`config.mk`:
```
export PLATFORM = sky130hd
export DESIGN_NAME = apb_master_arbiter
export DESIGN_NICKNAME = d
export VERILOG_FILES = /design/src/rtl/apb_master_arbiter.sv
export SDC_FILE = /design/constraint.sdc
export NUM_CORES = 1
export LEC_CHECK = 0
export BUFFER_PORTS_ARGS = -buffer_cell sky130_fd_sc_hd__buf_4
export CELL_PAD_IN_SITES_DETAIL_PLACEMENT = 0
export CELL_PAD_IN_SITES_GLOBAL_PLACEMENT = 1
export CORE_AREA = 2 2 126 128
export CTS_CLUSTER_SIZE = 40
export DETAILED_ROUTE_END_ITERATION = 12
export DIE_AREA = 0 0 128 130
export GPL_TIMING_DRIVEN = 1
export PLACE_DENSITY_LB_ADDON = 0.3
export SLEW_MARGIN = 20
export SYNTH_ARGS = -nofsm -noshare
export SYNTH_HDL_FRONTEND = slang
export SYNTH_SLANG_ARGS = --single-unit
```
`constraint.sdc`:
```
create_clock -name PCLK -period 1.7 [get_ports PCLK]
set_input_delay 0 -clock PCLK [delete_from_list [all_inputs] [get_ports PCLK]]
set_output_delay 0 -clock PCLK [all_outputs]
set_load 0.05 [all_outputs]
```
`src/rtl/apb_master_arbiter.sv`:
```
// Two-requester round-robin APB master: IDLE/SETUP/ACCESS sequencing, all outputs registered.
// Define APB_TIMEOUT_EN to add an ACCESS watchdog that force-completes with err = 1 after TIMEOUT_CYCLES.
module apb_master_arbiter #(
    parameter int ADDR_W         = 5,
    parameter int DATA_W         = 32,
    parameter int TIMEOUT_CYCLES = 16
) (
    input  logic              PCLK,
    input  logic              PRESETn,
    input  logic              req0_valid,
    input  logic              req0_write,
    input  logic [ADDR_W-1:0] req0_addr,
    input  logic [DATA_W-1:0] req0_wdata,
    output logic              req0_ready,
    output logic              req0_done,
    output logic [DATA_W-1:0] req0_rdata,
    output logic              req0_err,
    input  logic              req1_valid,
    input  logic              req1_write,
    input  logic [ADDR_W-1:0] req1_addr,
    input  logic [DATA_W-1:0] req1_wdata,
    output logic              req1_ready,
    output logic              req1_done,
    output logic [DATA_W-1:0] req1_rdata,
    output logic              req1_err,
    output logic [1:0]        PSEL,
    output logic              PENABLE,
    output logic              PWRITE,
    output logic [ADDR_W-1:0] PADDR,
    output logic [DATA_W-1:0] PWDATA,
    input  logic [DATA_W-1:0] PRDATA,
    input  logic              PREADY,
    input  logic              PSLVERR
);

    typedef enum logic [1:0] {S_IDLE, S_SETUP, S_ACCESS} state_t;

    state_t            state;
    logic              grant;
    logic              rr_ptr;
    logic              next_grant;
    logic              sel_write;
    logic [ADDR_W-1:0] sel_addr;
    logic [DATA_W-1:0] sel_wdata;
    logic              timeout;

    // A lone requester wins outright; the pointer only breaks ties.
    always_comb begin
        next_grant = rr_ptr;
        if (req0_valid && !req1_valid)
            next_grant = 1'b0;
        else if (req1_valid && !req0_valid)
            next_grant = 1'b1;
        sel_write = next_grant ? req1_write : req0_write;
        sel_addr  = next_grant ? req1_addr  : req0_addr;
        sel_wdata = next_grant ? req1_wdata : req0_wdata;
    end

`ifdef APB_TIMEOUT_EN
    localparam int TW = $clog2(TIMEOUT_CYCLES + 1);
    logic [TW-1:0] wait_cnt;

    // Fires on the TIMEOUT_CYCLES-th consecutive ACCESS cycle without PREADY.
    assign timeout = !PREADY && (wait_cnt == TW'(TIMEOUT_CYCLES - 1));
`else
    // Without the watchdog the parameter only documents the interface.
    assign timeout = (TIMEOUT_CYCLES < 0);
`endif

    // NOTE: every register here is state, so only non-blocking assignments appear in this block.
    always_ff @(posedge PCLK) begin
        if (PRESETn) begin
            state      <= S_IDLE;
            grant      <= 1'b0;
            rr_ptr     <= 1'b0;
            PSEL       <= 2'b00;
            PENABLE    <= 1'b0;
            PWRITE     <= 1'b0;
            PADDR      <= '0;
            PWDATA     <= '0;
            req0_ready <= 1'b0;
            req0_done  <= 1'b0;
            req0_rdata <= '0;
            req0_err   <= 1'b0;
            req1_ready <= 1'b0;
            req1_done  <= 1'b0;
            req1_rdata <= '0;
            req1_err   <= 1'b0;
`ifdef APB_TIMEOUT_EN
            wait_cnt   <= '0;
`endif
        end else begin
            req0_ready <= 1'b0;
            req1_ready <= 1'b0;
            req0_done  <= 1'b0;
            req1_done  <= 1'b0;
            case (state)
                S_IDLE: begin
                    if (req0_valid || req1_valid) begin
                        grant  <= next_grant;
                        PWRITE <= sel_write;
                        PADDR  <= sel_addr;
                        PWDATA <= sel_wdata;
                        PSEL   <= sel_addr[ADDR_W-1] ? 2'b10 : 2'b01;
                        if (next_grant)
                            req1_ready <= 1'b1;
                        else
                            req0_ready <= 1'b1;
                        state <= S_SETUP;
                    end
                end
                S_SETUP: begin
                    PENABLE <= 1'b1;
                    state   <= S_ACCESS;
`ifdef APB_TIMEOUT_EN
                    wait_cnt <= '0;
`endif
                end
                S_ACCESS: begin
                    if (PREADY || timeout) begin
                        PSEL    <= 2'b00;
                        PENABLE <= 1'b0;
                        rr_ptr  <= ~grant;
                        state   <= S_IDLE;
                        if (grant) begin
                            req1_done <= 1'b1;
                            req1_err  <= PREADY ? PSLVERR : 1'b1;
                            if (!PREADY)
                                req1_rdata <= '0;
                            else if (!PWRITE)
                                req1_rdata <= PRDATA;
                        end else begin
                            req0_done <= 1'b1;
                            req0_err  <= PREADY ? PSLVERR : 1'b1;
                            if (!PREADY)
                                req0_rdata <= '0;
                            else if (!PWRITE)
                                req0_rdata <= PRDATA;
                        end
                    end
`ifdef APB_TIMEOUT_EN
                    else begin
                        wait_cnt <= wait_cnt + 1'b1;
                    end
`endif
                end
                default: state <= S_IDLE;
            endcase
        end
    end

endmodule

```
# Yosys cells after proc, flatten, opt, wreduce, memory -nomap -nowiden
# Index checks and enable logic that the tools add are counted.
# word_totals
reg_bits	115
latchBits	0
ram_bits	0
romBits	0
in_bits	114
output_inout_bits	111
elab_cells	62
memories	0
# classes
add_sub_neg	0
mul	0
div	0
n_lt_le_gt_ge	0
n_eq_ne	4
n_shift	0
mux	17
bitwise	6
reduce_logical	19
# ops
cell	n
$mux 32	1
$reduce_and 3->1	3
$mux 1	8
$mux 2	4
$reduce_and 2->1	4
$reduce_and 4->1	2
$not 1->1	6
$pmux 2 s3	1
$reduce_or 3->1	2
$mux 5	1
$ne 2x2->1 const B	2
$pmux 2 s2	1
$reduce_bool 2->1	2
$eq 2x1->1 const B	1
$eq 2x2->1 const B	1
$logic_and 1x1->1	2
$logic_not 1->1	2
$logic_not 2->1	1
$pmux 1 s2	1
$logic_or 1x1->1	1

# Logic depth before layout (Yosys ltp)
# Gate-level depths: netlist of the first run.
# depth
depth_word	8
mapped_depth	7

# Worst setup path before layout of the first run
# OpenSTA, ideal clock, no wires.
# synth_path
path_type	register to register
start	register PWRITE
end	register req1_rdata[10]
setup_time_ns	0.070
arrival_time_ns	1.448
slack_ns	0.181
stages_incl_launch_ff	6
synth_period_minus_slack_ns	1.519
path_cell_list	dfxtp_1 > nand4bb_1 > buf_2 > clkbuf_1 > o21ai_0 > a21oi_1
# synth_via
elab_chain_cells	2
# synth_lines
item	line_no	rtl
start, declared	28	output logic PWRITE,
start signal, assigned	101	PWRITE <= sel_write;
$not 1->1 (no source line)	--	
$reduce_and 4->1 (no source line)	--	
end signal, assigned	87	req1_rdata <= '0;
end signal, assigned	129	req1_rdata <= '0;
end signal, assigned	131	req1_rdata <= PRDATA;
end, declared	24	output logic [DATA_W-1:0] req1_rdata,
# Every way passes these cells.
# A chain may end at the register's enable or synchronous reset.

# Final worst setup path of the first run
# layout_path
start	register state[1]
end	register PWDATA[3]
# layout_via
elab_chain_cells	2
# layout_lines
item	line_no	rtl
start, declared	38	state_t state;
start signal, assigned	73	state <= S_IDLE;
start signal, assigned	109	state <= S_SETUP;
start signal, assigned	114	state <= S_ACCESS;
$logic_not 2->1	97	case (state)
$reduce_and 2->1 (no source line)	--	
end signal, assigned	103	PWDATA <= sel_wdata;
end, declared	30	output logic [DATA_W-1:0] PWDATA,
# Every way passes these cells.

==> results.json, run 1 <==
{
  "status": "finished, final reports clean",
  "core_mm2": 0.0154,
  "register_area_mm2": 0.00230,
  "maxCapViolations": 0,
  "globalRouteTotalUtil_pct": 21.7,
  "ir_drop_mv": 0.640,
  "end_kind": "flip-flop",
  "fill_cells": 1493,
  "relSlewSlack_pct": 58.4,
  "power-per-cell-area_mw_per_mm2": 1100,
  "async_reset_ff_share_pct": 0,
  "netlist_top_cells_area": "dfxtp_1 (45%), a21oi_1 (10%), a2111oi_0 (7.6%)",
  "cts_buffers": 17,
  "final_antenna_net_count": 0,
  "cts_num_sinks": 115,
  "grt.overflow.total": 0,
  "fp-row-count": 46,
  "setup_ws_ps": 89.1,
  "synth_top_flop_cell": "dfxtp_1",
  "die_h_um": 130,
  "antenna_cells": 0,
  "syn_inst": 589,
  "viasPerCell": 5.57,
  "finalCriticalPeriod_ps": 1610,
  "routed_wirelength_um": 18000,
  "synth_area_mm2": 0.00509,
  "cp-start-kind": "flip-flop",
  "hold_start": "req1_wdata[23]",
  "clk_pin_slew_worst_paths_ps": 50,
  "dieArea_mm2": 0.0166,
  "finalSetupViolCount": 0,
  "synth.top_cells.by_count": "dfxtp_1 (115), a21oi_1 (103), o21ai_0 (68)",
  "synth_edf_count": 0,
  "grt_pass1_vias": 5621,
  "yosysWarnings": 0,
  "wire_per_inst_um": 17.7,
  "drt-initial-drc-count": 370,
  "timing.final.crit_share_pct": 94.8,
  "synth_top_area_share_pct": 45.3,
  "setup_tns_ps": 0,
  "critPathArrivalTime_ps": 1880,
  "fmax_mhz": 621,
  "initial_core_util_pct": 33.0,
  "ios": 225,
  "cpMostUsedCell": "a2111oi_0",
  "slowest_stage": "a2111oi_0",
  "clockBufferDepth": 2,
  "multi_input_area_mm2": 0.00236,
  "worst_hold_path.num_cells": 3,
  "yosysUniqueCellTypes": 37,
  "whs_endpoint": "PWDATA[23]$_SDFFE_PP0P_",
  "design.final.nets": 928,
  "dp_slack_ps": 101,
  "hold_violations": 0,
  "slew_viol_final": 0,
  "path_max_fanout": 21,
  "reg2reg_slack_ps": 90,
  "postSynthRegisterBits": 115,
  "drive_gt1_share_pct": 34.6,
  "cts_tree": "built",
  "root_buffer": "clkbuf_16",
  "syn_to_final_growth_pct": 54.8,
  "worstMarginPinSlew_ps": 623,
  "grt_pass1_wl_um": 28700,
  "cellLeakagePower_nw": 3.11,
  "place.port_buffers": 224,
  "skew_ps": 7.65,
  "required_ps": 1970,
  "synth_seq_area_share_pct": 45.3,
  "hold_path_class": "input port to flip-flop",
  "cp_cell_sequence": "or2_2, buf_4, a2111oi_0, a2111oi_0",
  "fp.dieW_um": 128,
  "synth_largest_area_cell": "dfxtp_1",
  "drc": 0,
  "clock_latency_ps": 420,
  "max_stage_delay_ps": 490,
  "grt_max_degree": 67,
  "antenna_found_initial": 0,
  "rsz0062_at_grt": "no",
  "cts_setup_buffers": 0,
  "place_congestion": 0.791,
  "firstDrtPassIters": 4,
  "reg2regPathDepth": 4,
  "syn-num-nets": 703,
  "syn_avg_cell_area_um2": 8.64,
  "h-tree-depth": 4,
  "rr_endpoint": "PWDATA[3]$_SDFFE_PP0P_",
  "hpwl_um": 11700,
  "critPathKind": "flip-flop to flip-flop",
  "num_vias": 5673,
  "post-synth-top-count-cell": "dfxtp_1",
  "reg2reg_from": "state[1]$_SDFFE_PP0P_"
}
[cell families after synthesis]
family,after synthesis,synth area share [%]
compound gates,256,32.1
buf+inv,87,8.88
flops,115,45.3
mux,3,0.615
simple gates,128,13.2
[state kept, by name, summed over array words and instances (netlist names), 2 cells and up]
| register | flops |
|---|---|
| PADDR | 5 |
| PSEL | 2 |
| PWDATA | 32 |
| req0_rdata | 32 |
| req1_rdata | 32 |
| state | 2 |
[metal layers]
metal  vias to the layer above  global-route usage (%)  wire (um)  part of all wire (%)
li1                       2691                       -          -                     -
met1                      2720                    26.8       7630                    42
met2                       226                    35.4       8440                    47
met3                        36                    6.27       1390                   7.7
met4                         0                    9.76        548                   3.0
met5                         -                       0          0                     0
[metrics by stage]
step	instances	utilization, %	total power [mW]	cell area [um2]	hold slack (ps)
after detailed placement	948	44.4	4.74	6850	274
after global routing	1019	51.0	8.96	7870	16.9
after floorplan	589	-	4.12	5090	144
after global placement	948	44.4	4.71	6850	263
after CTS	1019	51.0	8.70	7870	0.613
final	1019	51.0	8.63	7870	6.52
[cells in the final DEF (no fill, tap or decap), types with 6 or more instances in the layout]
master / count
buf_4: 242
dfxtp_1: 114
a21oi_1: 103
o21ai_0: 68
nand3_1: 65
a2111oi_0: 43
nor3_1: 39
dlygate4sd3_1: 39
a2111oi_1: 31
clkbuf_16: 17
nor2_1: 6
[worst max path at each step]
stage	startpoint	endpoint	slack (ps)	cells after the start
after floorplan	PWRITE$_SDFFE_PP0P_	req1_rdata[10]$_SDFFE_PP0P_	180	5
after global placement	state[1]$_SDFFE_PP0P_	PADDR[0]$_SDFFE_PP0P_	260	4
after detailed placement	state[1]$_SDFFE_PP0P_	PADDR[1]$_SDFFE_PP0P_	100	4
after CTS	state[1]$_SDFFE_PP0P_	PWDATA[3]$_SDFFE_PP0P_	100	4
after global routing	state[1]$_SDFFE_PP0P_	PWDATA[21]$_SDFFE_PP0P_	20	4
final	state[1]$_SDFFE_PP0P_	PWDATA[3]$_SDFFE_PP0P_	90	4
[worst max-delay path, delay by kind of cell, from the launching register on]
| kind | cells | cell delay (ps) |
|---|---|---|
| buffers and inverters | 1 | 210 |
| AOI/OAI and AO/OA | 2 | 630 |
| DFF | 1 | 300 |
| and+or+nand+nor | 1 | 320 |
[power breakdown]
part	switching (mW)	total, mW	internal, mW	leakage (nW)
combinational	1.15	1.82	0.675	1.86
sequential	0.0879	2.94	2.85	0.939
clock	1.25	3.87	2.62	0.311
[repair_timing]
| action | 4_1_cts | 5_1_grt |
|---|---|---|
| setup endpoints to repair | 0 | 1 |
| hold buffers | 39 | 0 |
| hold endpoints to repair | 73 | 0 |
| gates resized for setup | 0 | 1 |
[area by class of cell]
| class | count | area share, % |
|---|---|---|
| sequential | 115 | 29.3 |
| tap | 192 | 3.05 |
| timing repair buffer | 286 | 29.3 |
| clock buffer | 21 | 5.72 |
| multi-input combinational | 387 | 30.0 |
| clock inverter | 11 | 2.32 |
| inverter | 7 | 0.334 |
(Power assumes the default switching activity.)
==> inputs of run 2 (changes only) <==
--- a/config.mk
+++ b/config.mk
@@ -13,6 +13,7 @@
 export DETAILED_ROUTE_END_ITERATION = 12
 export DIE_AREA = 0 0 128 130
 export GPL_TIMING_DRIVEN = 1
+export HOLD_SLACK_MARGIN = 0.1
 export PLACE_DENSITY_LB_ADDON = 0.3
 export SLEW_MARGIN = 20
 export SYNTH_ARGS = -nofsm -noshare
==> run 2 against run 1 <==
  * Global-route usage increased by 0.79 points
  * Setup slack got worse by 4.5 ps
  * Clock-buffer cell count unchanged
  * Sequential share of layout area decreased by 2.3 points
  * Sequential power about the same
  * Critical path type unchanged
  * Largest power group unchanged
==> results.json, run 2 (same netlist as run 1, synthesis figures left out) <==
{
  "setup_tns_ps": 0,
  "grt.overflow.total": 0,
  "clockBufferDepth": 2,
  "critical_path_depth": 4,
  "wire_per_inst_um": 17.3,
  "critPathKind": "flip-flop to flip-flop",
  "cts_num_sinks": 115,
  "drc": 0,
  "reg2reg_from": "state[1]$_SDFFE_PP0P_",
  "final_common_cell": "buf_4",
  "cts_buffers": 17,
  "final_antenna_net_count": 0,
  "initial_core_util_pct": 33.0,
  "end_kind": "flip-flop",
  "final_cell_mix": "buf_4 (241), dfxtp_1 (113), dlygate4sd3_1 (106)",
  "fp-row-count": 46,
  "slew_viol_final": 0,
  "placed_area_mm2": 0.00685,
  "hold_start": "req0_wdata[11]",
  "cp-start-kind": "flip-flop",
  "clk_pin_slew_worst_paths_ps": 60,
  "antenna_found_initial": 0,
  "finalCriticalPeriod_ps": 1620,
  "worstMarginPinSlew_ps": 619,
  "timing.final.crit_share_pct": 95.0,
  "die_h_um": 130,
  "globalRouteTotalUtil_pct": 22.5,
  "root_buffer": "clkbuf_16",
  "viasPerCell": 5.49,
  "ir_drop_mv": 0.641,
  "finalSetupViolCount": 0,
  "drt-initial-drc-count": 391,
  "ios": 225,
  "slowest_stage": "a2111oi_0",
  "cp_top_family": "compound AO/OA/AOI/OAI gates",
  "multi_input_area_mm2": 0.00236,
  "num_vias": 5962,
  "register_area_mm2": 0.00230,
  "grt_max_degree": 67,
  "core_mm2": 0.0154,
  "critPathArrivalTime_ps": 1880,
  "h-tree-depth": 4,
  "hpwl_um": 11700,
  "hold_path_class": "input port to flip-flop",
  "clock_latency_ps": 420,
  "rsz0062_at_grt": "no",
  "reg2regPathDepth": 4,
  "hold_violations": 0,
  "reg.largest.list": "PWDATA: 32 flops, req0_rdata: 32 flops, req1_rdata: 32 flops",
  "place.port_buffers": 224,
  "maxCapViolations": 0,
  "antenna_cells": 0,
  "design.final.nets": 995,
  "grt_pass1_vias": 5982,
  "cts_setup_buffers": 0,
  "syn_to_final_growth_pct": 68.1,
  "cts_tree": "built",
  "fill_cells": 1414,
  "path_max_fanout": 21,
  "grt_pass1_wl_um": 29900,
  "fmax_mhz": 619,
  "max_stage_delay_ps": 490,
  "cp_cell_sequence": "or2_2, buf_4, a2111oi_0, a2111oi_0",
  "firstDrtPassIters": 6,
  "cellLeakagePower_nw": 3.39,
  "whs_endpoint": "PWDATA[11]$_SDFFE_PP0P_",
  "skew_ps": 10.6,
  "rr_endpoint": "PWDATA[3]$_SDFFE_PP0P_",
  "final_cell_area_mm2": 0.00855,
  "cp_num_buf_inv": 1,
  "place_congestion": 0.791,
  "status": "finished, final reports clean",
  "drive_gt1_share_pct": 32.1,
  "worst_hold_path.num_cells": 3,
  "fp.dieW_um": 128,
  "cpMostUsedCell": "a2111oi_0",
  "dieArea_mm2": 0.0166,
  "power-per-cell-area_mw_per_mm2": 1030,
  "reg2reg_slack_ps": 80,
  "routed_wirelength_um": 18800,
  "relSlewSlack_pct": 58.6,
  "required_ps": 1970
}
run 2: changes by cell type in the layout (fill, tap and decap cells not counted), sizes merged:
cell         delta
dlygate4sd3    +67
run 2: area by class of cell:
type                    instances  share of cell area [%]
clock inverters                11                    2.14
flip-flops and latches        115                    27.0
repair buffers                353                    34.9
multi-input cells             387                    27.6
clock buffers                  21                    5.27
inverters                       7                   0.307
well taps                     192                    2.81
run 2: layer usage:
| layer | global-route usage [%] | part of all wire, % |
|---|---|---|
| met5 | 0 | 0 |
| met4 | 9.50 | 2.5 |
| met3 | 6.23 | 7.4 |
| met2 | 37.8 | 48 |
| met1 | 27.3 | 42 |
run 2: stage by stage:
step | utilization, % | total power, mW | setup WS (ps) | hold slack [ps] | std cells
after global routing | 55.4 | 9.09 | 11.4 | 151 | 1086
after floorplan | - | 4.12 | 181 | 144 | 589
after CTS | 55.4 | 8.82 | 47.1 | 117 | 1086
final | 55.4 | 8.77 | 84.6 | 102 | 1086
after detailed placement | 44.4 | 4.74 | 101 | 274 | 948
after global placement | 44.4 | 4.71 | 260 | 263 | 948
run 2: worst register-to-register path, stage by stage, from the launching register on:
cell	delay, ps
dfxtp_1	300
or2_2	320
buf_4	210
a2111oi_0	490
a2111oi_0	140
run 2: how the worst max path moves through the flow:
stage                                from                          end  slack, ps
floorplan             PWRITE$_SDFFE_PP0P_  req1_rdata[10]$_SDFFE_PP0P_        180
detailed placement  state[1]$_SDFFE_PP0P_        PADDR[1]$_SDFFE_PP0P_        100
finish              state[1]$_SDFFE_PP0P_       PWDATA[3]$_SDFFE_PP0P_         80
CTS                   rr_ptr$_SDFFE_PP0P_         PSEL[1]$_SDFFE_PP0P_         50
global route                   req0_valid         PSEL[0]$_SDFFE_PP0P_         10
global placement    state[1]$_SDFFE_PP0P_        PADDR[0]$_SDFFE_PP0P_        260
run 2: report_power, final:
part           internal, mW  switching [mW]  total [mW]  leakage [nW]
combinational         0.778            1.19        1.96          2.14
sequential             2.85          0.0886        2.94         0.940
clock                  2.62            1.24        3.87         0.311
run 2: timing repair:
item                                    4_1_cts  5_1_grt
hold buffers                                106        0
endpoints found under the setup margin        0        5
endpoints found under the hold margin       109        0
resized for setup                             0        5
==> inputs of run 3 (changes only) <==
==> constraint.sdc (replaced) <==
create_clock -name PCLK -period 1.65 [get_ports PCLK]
set_input_delay 0 -clock PCLK [delete_from_list [all_inputs] [get_ports PCLK]]
set_output_delay 0 -clock PCLK [all_outputs]
set_load 0.05 [all_outputs]
==> run 3 against run 2 <==
  * Non-clock buffer count up 2
  * Critical path depth unchanged
  * Final cell count unchanged
  * Sequential power up 3%
  * Register-to-register slack worse by 70 ps
  * Clock skew down 5.4 ps
  * Clock-buffer cell count down 2
  * Worst hold slack better by 20 ps
  * Critical path type unchanged
==> results.json, run 3 (same netlist as run 1, synthesis figures left out) <==
{
  "status": "finished, final reports clean",
  "power.share.switching_pct": 28.8,
  "internal_power_mw": 6.44,
  "final_antenna_net_count": 0,
  "rr_endpoint": "PWDATA[5]$_SDFFE_PP0P_",
  "seqPwrFrac_pct": 33.6,
  "reg2reg_from": "state[1]$_SDFFE_PP0P_",
  "clockBufferDepth": 2,
  "wire_per_inst_um": 17.4,
  "cp-start-kind": "flip-flop",
  "grt_max_degree": 67,
  "critPathKind": "flip-flop to flip-flop",
  "routed_wirelength_um": 18900,
  "hold_start": "req0_wdata[12]",
  "cts_buffers": 17,
  "worstMarginPinSlew_ps": 666,
  "globalRouteTotalUtil_pct": 22.1,
  "critPathArrivalTime_ps": 1900,
  "grt.overflow.total": 0,
  "drt-initial-drc-count": 348,
  "ir_drop_mv": 0.659,
  "switchingPower_mw": 2.60,
  "cellLeakagePower_nw": 3.41,
  "whs_endpoint": "PWDATA[12]$_SDFFE_PP0P_",
  "comb_power_share_pct": 22.6,
  "finalNonFillerCells": 1086,
  "clock_latency_ps": 410,
  "num_vias": 5984,
  "fmax_mhz": 613,
  "place_congestion": 0.791,
  "slew_viol_final": 0,
  "hold_violations": 0,
  "antenna_found_initial": 0,
  "dp_slack_ps": 73.6,
  "firstDrtPassIters": 4,
  "fp.dieW_um": 128,
  "design.final.nets": 997,
  "worst_hold_path.num_cells": 3,
  "relSlewSlack_pct": 55.5,
  "ios": 225,
  "reg2regPathDepth": 4,
  "die_h_um": 130,
  "grt_pass1_wl_um": 29600,
  "core_mm2": 0.0154,
  "viasPerCell": 5.51,
  "power-per-cell-area_mw_per_mm2": 1050,
  "root_buffer": "clkbuf_16",
  "hpwl_um": 11500,
  "hold_path_class": "input port to flip-flop",
  "drc": 0,
  "cts_tree": "built",
  "end_kind": "flip-flop",
  "grt_pass1_vias": 5899,
  "final_cell_mix": "buf_4 (241), dfxtp_1 (114), dlygate4sd3_1 (107)",
  "reg.largest.list": "PWDATA: 32 flops, req0_rdata: 32 flops, req1_rdata: 32 flops",
  "timing.final.crit_share_pct": 98.9,
  "clk_pin_slew_worst_paths_ps": 50,
  "maxCapViolations": 0,
  "syn_to_final_growth_pct": 69.0,
  "place.port_buffers": 224,
  "fp-row-count": 46,
  "pwr-share-clk_pct": 43.9,
  "drive_gt1_share_pct": 32.1,
  "rsz0062_at_grt": "yes",
  "dieArea_mm2": 0.0166,
  "skew_ps": 5.14,
  "required_ps": 1910,
  "reg2reg_slack_ps": 20,
  "cts_num_sinks": 115,
  "antenna_cells": 0,
  "finalSetupViolCount": 0,
  "initial_core_util_pct": 33.0,
  "final_common_cell": "buf_4",
  "path_max_fanout": 21,
  "placed_cells": 948,
  "finalCriticalPeriod_ps": 1630,
  "h-tree-depth": 4,
  "setup_ws_ps": 18.0
}
[run 3: cell types whose count changed in the layout (fill, tap and decap cells not counted), sizes merged]
| cell | change |
|---|---|
| clkbuf | -2 |
| buf | +1 |
| clkinv | -1 |
| clkinvlp | +1 |
| dlygate4sd3 | +1 |
[run 3: how the worst max path moves through the flow]
stage	start	to	slack, ps	cells past startpoint
after floorplan	PWRITE$_SDFFE_PP0P_	req1_rdata[10]$_SDFFE_PP0P_	130	5
after global placement	state[1]$_SDFFE_PP0P_	PADDR[0]$_SDFFE_PP0P_	200	4
after detailed placement	state[1]$_SDFFE_PP0P_	PADDR[2]$_SDFFE_PP0P_	70	4
after CTS	req0_valid	PSEL[0]$_SDFFE_PP0P_	20	6
after global routing	state[1]$_SDFFE_PP0P_	PWDATA[25]$_SDFFE_PP0P_	-0.5	4
final	state[1]$_SDFFE_PP0P_	PWDATA[5]$_SDFFE_PP0P_	20	4
[run 3: worst max-delay path, cell delays in order (launching register included)]
cell	delay (ps)
dfxtp_1	300
or2_2	320
buf_4	220
a2111oi_0	510
a2111oi_0	130
[run 3: power groups by stage]
stage,sequential (mW),clock (mW),combinational (mW)
5_1_grt,3.05,4.17,2.16
6_report,3.03,3.97,2.04
4_1_cts,3.03,4.04,2.01
3_5_place_dp,3.09,0,1.80
2_1_floorplan,3.59,0,0.655
3_3_place_gp,3.08,0,1.78
[run 3: final cells by class]
class / count / area (um2)
clock buffer: 19 / 443
fill: 1380 / 6830
tap: 192 / 240
inverter: 7 / 26.3
timing repair buffer: 355 / 3020
multi-input combinational: 387 / 2380
clock inverter: 11 / 185
sequential: 115 / 2300
[run 3: per-stage QoR]
step	hold slack, ps	instance area, um2	power, mW	TNS, ps	utilization, %
finish	122	8600	9.04	0	55.7
global route	105	8600	9.38	-0.472	55.7
CTS	103	8570	9.09	0	55.6
detailed placement	277	6870	4.89	0	44.5
global placement	262	6870	4.86	0	44.5
floorplan	144	5090	4.24	0	-
[run 3: metal layers]
layer	track usage, %	vias up	share of wire [%]
met2	36.7	262	48
met5	0	-	0
met4	9.63	0	2.5
li1	-	2844	-
met1	26.4	2838	42
met3	7.30	40	7.4
[run 3: repair_timing]
action | in CTS | in global routing
endpoints found under the setup margin | 0 | 13
hold buffers | 107 | 0
setup buffers | 0 | 1
resized for setup | 0 | 12
hold endpoints to repair | 109 | 0
